**src/rtl/scope_pkg.sv**
```systemverilog
// scope_pkg: shared types and constants for the scope acquisition path.
//   state_t  - acquisition sequencer states
//   MODE_*   - encodings of the 2-bit capture mode input (3 behaves as normal)
//   SAMPLE_W - ADC sample width
package scope_pkg;
  localparam int SAMPLE_W = 12;

  typedef enum logic [2:0] {
    IDLE    = 3'd0,
    PRETRIG = 3'd1,
    ARMED   = 3'd2,
    POST    = 3'd3,
    HOLD    = 3'd4
  } state_t;

  localparam logic [1:0] MODE_AUTO   = 2'd0;
  localparam logic [1:0] MODE_NORMAL = 2'd1;
  localparam logic [1:0] MODE_SINGLE = 2'd2;
endpackage

```
**src/rtl/trig_detect.sv**
```systemverilog
// trig_detect: level/edge trigger comparator.
//   CLK, RSTB     - clock, async active-low reset
//   clr           - forget the previous sample (start of a new capture)
//   sample_valid  - new sample strobe
//   sample        - current sample
//   level         - threshold
//   falling       - 0 = rising crossing, 1 = falling crossing
//   hit           - combinational, high in the cycle of the crossing sample
module trig_detect
  import scope_pkg::*;
(
  input  logic                CLK,
  input  logic                RSTB,
  input  logic                clr,
  input  logic                sample_valid,
  input  logic [SAMPLE_W-1:0] sample,
  input  logic [SAMPLE_W-1:0] level,
  input  logic                falling,
  output logic                hit
);
  logic [SAMPLE_W-1:0] prev;
  logic                prev_valid;

  always_ff @(posedge CLK or negedge RSTB) begin
    if (!RSTB) begin
      prev       <= '0;
      prev_valid <= 1'b0;
    end else if (clr) begin
      // a sample arriving on the clear cycle is never captured, so drop it too
      prev_valid <= 1'b0;
    end else if (sample_valid) begin
      prev       <= sample;
      prev_valid <= 1'b1;
    end
  end

  always_comb begin
    hit = 1'b0;
    if (sample_valid && prev_valid) begin
      if (falling) hit = (prev >= level) && (sample <  level);
      else         hit = (prev <  level) && (sample >= level);
    end
  end
endmodule

```
**src/rtl/acq_controller.sv**
```systemverilog
// acq_controller: acquisition sequencer for the scope sample buffer.
// Fills a circular buffer with ADC samples, keeps PRE_TRIG samples ahead of
// the trigger, freezes the buffer once a frame is complete and hands it to
// the display via frame_valid/frame_ack.
//   CLK, RSTB                 - clock, async active-low reset
//   sample_valid, sample      - ADC sample stream
//   trig_level, trig_edge     - trigger threshold and slope (1 = falling)
//   mode                      - 0 auto, 1 normal, 2 single, 3 normal
//   arm                       - starts a single-shot capture from IDLE
//   frame_ack                 - display has consumed the frozen frame
//   wr_en, wr_addr, wr_data   - registered buffer write port
//   frame_valid, frame_start  - frozen frame and address of its oldest sample
//   forced                    - frame was produced by the auto timeout
//   busy                      - capture in progress (not IDLE, not HOLD)
module acq_controller
  import scope_pkg::*;
#(
  parameter int DEPTH        = 640,
  parameter int ADDR_W       = 10,
  parameter int PRE_TRIG     = 64,
  parameter int AUTO_TIMEOUT = 4096
) (
  input  logic                CLK,
  input  logic                RSTB,
  input  logic                sample_valid,
  input  logic [SAMPLE_W-1:0] sample,
  input  logic [SAMPLE_W-1:0] trig_level,
  input  logic                trig_edge,
  input  logic [1:0]          mode,
  input  logic                arm,
  input  logic                frame_ack,
  output logic                wr_en,
  output logic [ADDR_W-1:0]   wr_addr,
  output logic [SAMPLE_W-1:0] wr_data,
  output logic                frame_valid,
  output logic [ADDR_W-1:0]   frame_start,
  output logic                forced,
  output logic                busy
);
  localparam int TO_W = $clog2(AUTO_TIMEOUT + 1);
  localparam logic [ADDR_W-1:0] PRE_LAST  = ADDR_W'(PRE_TRIG - 1);
  localparam logic [ADDR_W-1:0] POST_LAST = ADDR_W'(DEPTH - PRE_TRIG - 2);
  localparam logic [ADDR_W-1:0] ADDR_LAST = ADDR_W'(DEPTH - 1);
  localparam logic [ADDR_W-1:0] PRE_OFF   = ADDR_W'(PRE_TRIG);
  localparam logic [ADDR_W-1:0] WRAP_OFF  = ADDR_W'(DEPTH - PRE_TRIG);
  localparam logic [TO_W-1:0]   TO_MAX    = TO_W'(AUTO_TIMEOUT);

  state_t            state, next;
  logic [ADDR_W-1:0] waddr;     // address the next accepted sample goes to
  logic [ADDR_W-1:0] cnt;       // writes done in PRETRIG / POST
  logic [TO_W-1:0]   to_cnt, to_next;
  logic              wr_go, trig, force_t, clr, hit;

  trig_detect u_trig (
    .CLK          (CLK),
    .RSTB         (RSTB),
    .clr          (clr),
    .sample_valid (sample_valid),
    .sample       (sample),
    .level        (trig_level),
    .falling      (trig_edge),
    .hit          (hit)
  );

  assign to_next = (to_cnt == TO_MAX) ? to_cnt : to_cnt + 1'b1;

  always_ff @(posedge CLK or negedge RSTB) begin
    if (!RSTB) state <= IDLE;
    else       state <= next;
  end

  always_comb begin
    next    = state;
    wr_go   = 1'b0;
    trig    = 1'b0;
    force_t = 1'b0;
    case (state)
      IDLE:    if (mode != MODE_SINGLE || arm) next = PRETRIG;
      PRETRIG: if (sample_valid) begin
        wr_go = 1'b1;
        if (cnt == PRE_LAST) next = ARMED;
      end
      ARMED:   if (sample_valid) begin
        wr_go = 1'b1;
        // a real crossing wins over the timeout on the same sample
        if (hit) begin
          trig = 1'b1;
        end else if (mode == MODE_AUTO && to_next == TO_MAX) begin
          trig    = 1'b1;
          force_t = 1'b1;
        end
        if (trig) next = POST;
      end
      POST:    if (sample_valid) begin
        wr_go = 1'b1;
        if (cnt == POST_LAST) next = HOLD;
      end
      HOLD:    if (frame_ack) next = (mode == MODE_SINGLE) ? IDLE : PRETRIG;
      default: next = IDLE;
    endcase
    clr = (next == PRETRIG) && (state != PRETRIG);
  end

  always_ff @(posedge CLK or negedge RSTB) begin
    if (!RSTB) begin
      wr_en       <= 1'b0;
      wr_addr     <= '0;
      wr_data     <= '0;
      waddr       <= '0;
      cnt         <= '0;
      to_cnt      <= '0;
      frame_start <= '0;
      forced      <= 1'b0;
    end else begin
      wr_en <= wr_go;
      if (wr_go) begin
        wr_addr <= waddr;
        wr_data <= sample;
        waddr   <= (waddr == ADDR_LAST) ? '0 : waddr + 1'b1;
      end
      if (next != state) cnt <= '0;
      else if (wr_go)    cnt <= cnt + 1'b1;
      if (state != ARMED)    to_cnt <= '0;
      else if (sample_valid) to_cnt <= to_next;
      // the trigger sample sits at waddr; step back PRE_TRIG without
      // letting the ADDR_W-bit sum pass DEPTH
      if (trig) begin
        frame_start <= (waddr >= PRE_OFF) ? waddr - PRE_OFF : waddr + WRAP_OFF;
        forced      <= force_t;
      end
    end
  end

  assign frame_valid = (state == HOLD);
  assign busy        = (state != IDLE) && (state != HOLD);
endmodule

```
**config.mk**
```make
export PLATFORM = sky130hd
export DESIGN_NAME = acq_controller
export DESIGN_NICKNAME = d
export VERILOG_FILES = /design/src/rtl/scope_pkg.sv /design/src/rtl/trig_detect.sv /design/src/rtl/acq_controller.sv
export SDC_FILE = /design/constraint.sdc
export NUM_CORES = 1
export LEC_CHECK = 0
export CELL_PAD_IN_SITES_DETAIL_PLACEMENT = 1
export CELL_PAD_IN_SITES_GLOBAL_PLACEMENT = 1
export CORE_MARGIN = 5
export CORE_UTILIZATION = 46
export DETAILED_ROUTE_END_ITERATION = 8
export PLACE_DENSITY_LB_ADDON = 0.12
export SYNTH_ARGS = -nofsm -noshare
export SYNTH_HDL_FRONTEND = slang
export SYNTH_SLANG_ARGS = --single-unit
```
**constraint.sdc**
```tcl
create_clock -name CLK -period 7 [get_ports CLK]
set_input_delay 1.4 -clock CLK [delete_from_list [all_inputs] [get_ports CLK]]
set_output_delay 1.4 -clock CLK [all_outputs]
set_load 0.05 [all_outputs]
```
==> results list <==
- The flow ran to the end, and the final reports show no timing, DRC or antenna violations.
- Buffers added to address setup during post-CTS repair amount to 0.
- The final-report hold violation count came to 0.
- Max-slew violation count: 0
- Of all nets on the critical path, the largest fanout is 10.
- Before antenna repair, the detailed router went through 4 iterations.
* Critical path capture point type: flop
* Post-synth top area share: between 40% and 50%
- Layout cells sized above 1: a little under an eighth
- Compared with the post-synthesis result, the final layout area differs by 22.55%.
- The later pin in the worst-skew pair is clocked with a latency of 0.36 ns.
- Placed wire-length estimate: between 7 and 8 mm
* CTS hold repair buffers: 0
- Vias per cell: 5.415
- Once layout is complete, the utilization of the core stands at 57.14%.
- For the final routed database, the setup TNS stands at 0 ns.
- Post-synth top flop: dfrtp_1
- Once detail routing completed, the nets flagged for antenna violations numbered 0.
* First-pass GRT wire length: roughly 18 mm
* Type of element launching the critical path: input port
* DRC Markers: 0
- Max capacitance violation total: 0
- The clock net in this run drives a total of 83 sinks.
* Ratio of total power to cell area: 253.5 nW/µm²
- Aggregate global routing overflow: 0
- For this configuration, the core starts out at a cell density of 46.63%.
- RD Place Congestion: 0.8198
- Count of routing violations after the opening detailed-route iteration: 128
- After detailed routing, the average wire length per cell comes to 17.57 µm.
* Overall die area: about 12000 µm²
* Final antenna diode count: 0
* Number of port buffers: 67
- At the end of the flow, the number of nets in the layout was 555.
- Clock buffer count from CTS: 9
* Clock tree from TritonCTS: yes
- Core Rows: 36
- The critical path is of the input port to flop type.
* Routed via count: 3395
- The H-tree was split into 3 levels.
- The clock arrives with 0.009699 ns of skew.
* CP arrival: 4.20 ns
* CTS resizes: 0
* Wirelength, routed: roughly 11 mm
- Final-report setup violation count: 0
- The synthesized design contains 0 enable-type register cells.
- Summed over all cells, the static leakage comes to around 0.0024 µW.
- Mapped Area: between 4000 and 5000 µm²
- Buffer type at the clock tree root: clkbuf_8
- After detailed placement, the total cell area comes to between 5000 and 6000 µm².
* Vertical die dimension: 108.8 µm
* Number of primary I/O pins: 68
- The largest total area in the synthesized netlist belongs to dfrtp_1.
* Slew headroom: 28.65%
- The tightest min-delay check is of the flop to flop type.
* Core Area: between 9000 and 10000 µm²
- Max clock buf depth: 2
- When the netlist entered floorplanning its net count stood at 489.
* Share of async-settable or async-resettable flops after synthesis: 100.0%
- The via count of the first global-routing pass is about 3.7k.
* Unique cell type count in the Yosys netlist: 51
* Worst Hold Margin: 0.4886 ns
* Total of flip-flops plus latches after synthesis: 83
- Of the synthesized area, sequential elements account for 46.21%.
- Final Cell Area: 5508 µm²
- Biggest area contributors in the synthesized netlist: dfrtp_1, ha_1, mux2_2, xor2_1, nor2_1
- For the pin with the worst max-slew slack, the measured transition is around 1.1 ns.
* Max rail drop VDD: 152.3 µV
- Dividing the synthesized area by the synthesized cell count gives 10.60 µm².
* Required time of the critical path: 7.24 ns
- For this run, the top clock speed supported by timing is 252.7 MHz.
- Setup repair after global routing missed its margin: no
- Pin count of the biggest net entering global routing: 84
* Chip width: 108.8 µm
- Yosys Warn Count: 0
* Post-route fraction of the period consumed by the critical path: between 50% and 60%
- Clock-pin slew was measured on the worst setup and hold paths at 0.08 ns.
- Post-Synthesis Cells: 424
- Overall routing resource usage: 19.81%
- Number of antenna violations at the first check in global routing: 0
* Period minus WS final: 3.958 ns
-- final timing paths --
path                              startpoint           endpoint  slack [ns]  cells past startpoint
hold / removal             u_trig.prev_valid  u_trig.prev_valid        0.49                      1
hold reg to reg            u_trig.prev_valid  u_trig.prev_valid        0.49                      1
max in group asynchronous               RSTB         wr_data[5]        5.09                      1
setup / recovery               trig_level[1]     frame_start[9]        3.04                     11
min in group asynchronous               RSTB         wr_data[7]        1.21                      1
setup reg to reg                    state[1]     frame_start[9]        3.85                      7
-- final cells by class --
class	instances	area, µm²
clock buffers	11	141.4
flip-flops and latches	83	2077
multi-input cells	303	2278
clock inverters	4	75.07
fillers	1069	4131
well taps	133	166.4
inverters	25	93.84
repair buffers	68	675.6
-- synth_stat cells, types with 3 or more instances --
cell / number
xor2_1: 18
ha_1: 33
nand3_1: 11
nand4_1: 15
and3_1: 6
xnor2_1: 12
inv_1: 24
o211ai_1: 3
nor2b_1: 6
nor2_1: 40
mux2_2: 34
nand2_1: 31
a21oi_1: 18
or4_1: 3
nor3_1: 5
nor3b_1: 4
and4_1: 5
dfrtp_1: 83
mux2_1: 10
o21ai_0: 13
clkbuf_1: 11
nand3b_1: 4
-- through the flow --
step / cells / total power (µW) / worst slack (ns)
after CTS: 627 / 1415 / 3.042
final: 627 / 1396 / 3.042
after global placement: 612 / 1006 / 2.762
after detailed placement: 612 / 1026 / 2.648
after global routing: 627 / 1476 / 2.905
after floorplan: 424 / 868.2 / 3.443
-- metal layers --
metal	global-route usage (%)	share of wire [%]	vias to the layer above
met5	0	0	-
met2	34.33	50	61
met4	5.230	0.94	0
met3	4.677	4.2	9
li1	-	-	1613
met1	24.84	45	1712
-- cells in the final DEF, fill, tap and decap left out, drive strengths merged, types with 3 or more instances in the layout --
cell	instances
xnor2	12
o21ai	14
nor2b	6
o211ai	3
nand4	15
xor2	18
inv	25
or4	4
nor3b	4
clkbuf	11
and4	5
a21oi	18
nand3	11
nand2	32
and3	6
nand3b	4
dfrtp	83
nor3	5
mux2	44
clkdlybuf4s50	66
nor2	40
ha	33
-- registers in the layout (all words and copies together) (netlist names) --
name               count
waddr                 10
cnt                   10
forced                 1
frame_start           10
u_trig.prev           12
wr_addr               10
u_trig.prev_valid      1
to_cnt                13
state                  3
wr_data               12
wr_en                  1
-- cell families (layout without fill, tap and decap cells) --
group | Yosys count | after routing | synth area share (%)
AOI/OAI and AO/OA | 50 | 50 | 7.266
xor gates and xnor gates | 30 | 30 | 5.846
muxes | 46 | 46 | 11.47
buffers and inverters | 38 | 108 | 3.201
DFF | 83 | 83 | 46.21
adders and majority gates | 33 | 33 | 9.187
and+or+nand+nor | 144 | 144 | 16.82
-- power by group --
part           switching, µW  internal, µW  leakage (µW)
Clock                    176           209      0.000102
Sequential              72.0           549       0.00105
Combinational            230           161       0.00126
-- worst max-delay path, cell delays in order --
cell and delay [ns]:
clkdlybuf4s50_1 0.46, inv_1 0.05, ha_1 0.30, nor2b_1 0.14, o211ai_1 0.15, a21oi_1 0.09
o21ba_1 0.19, o311a_1 0.34, o21ai_1 0.48, nand2_4 0.23, mux2_1 0.36
Power figures use the tool's default switching activity.
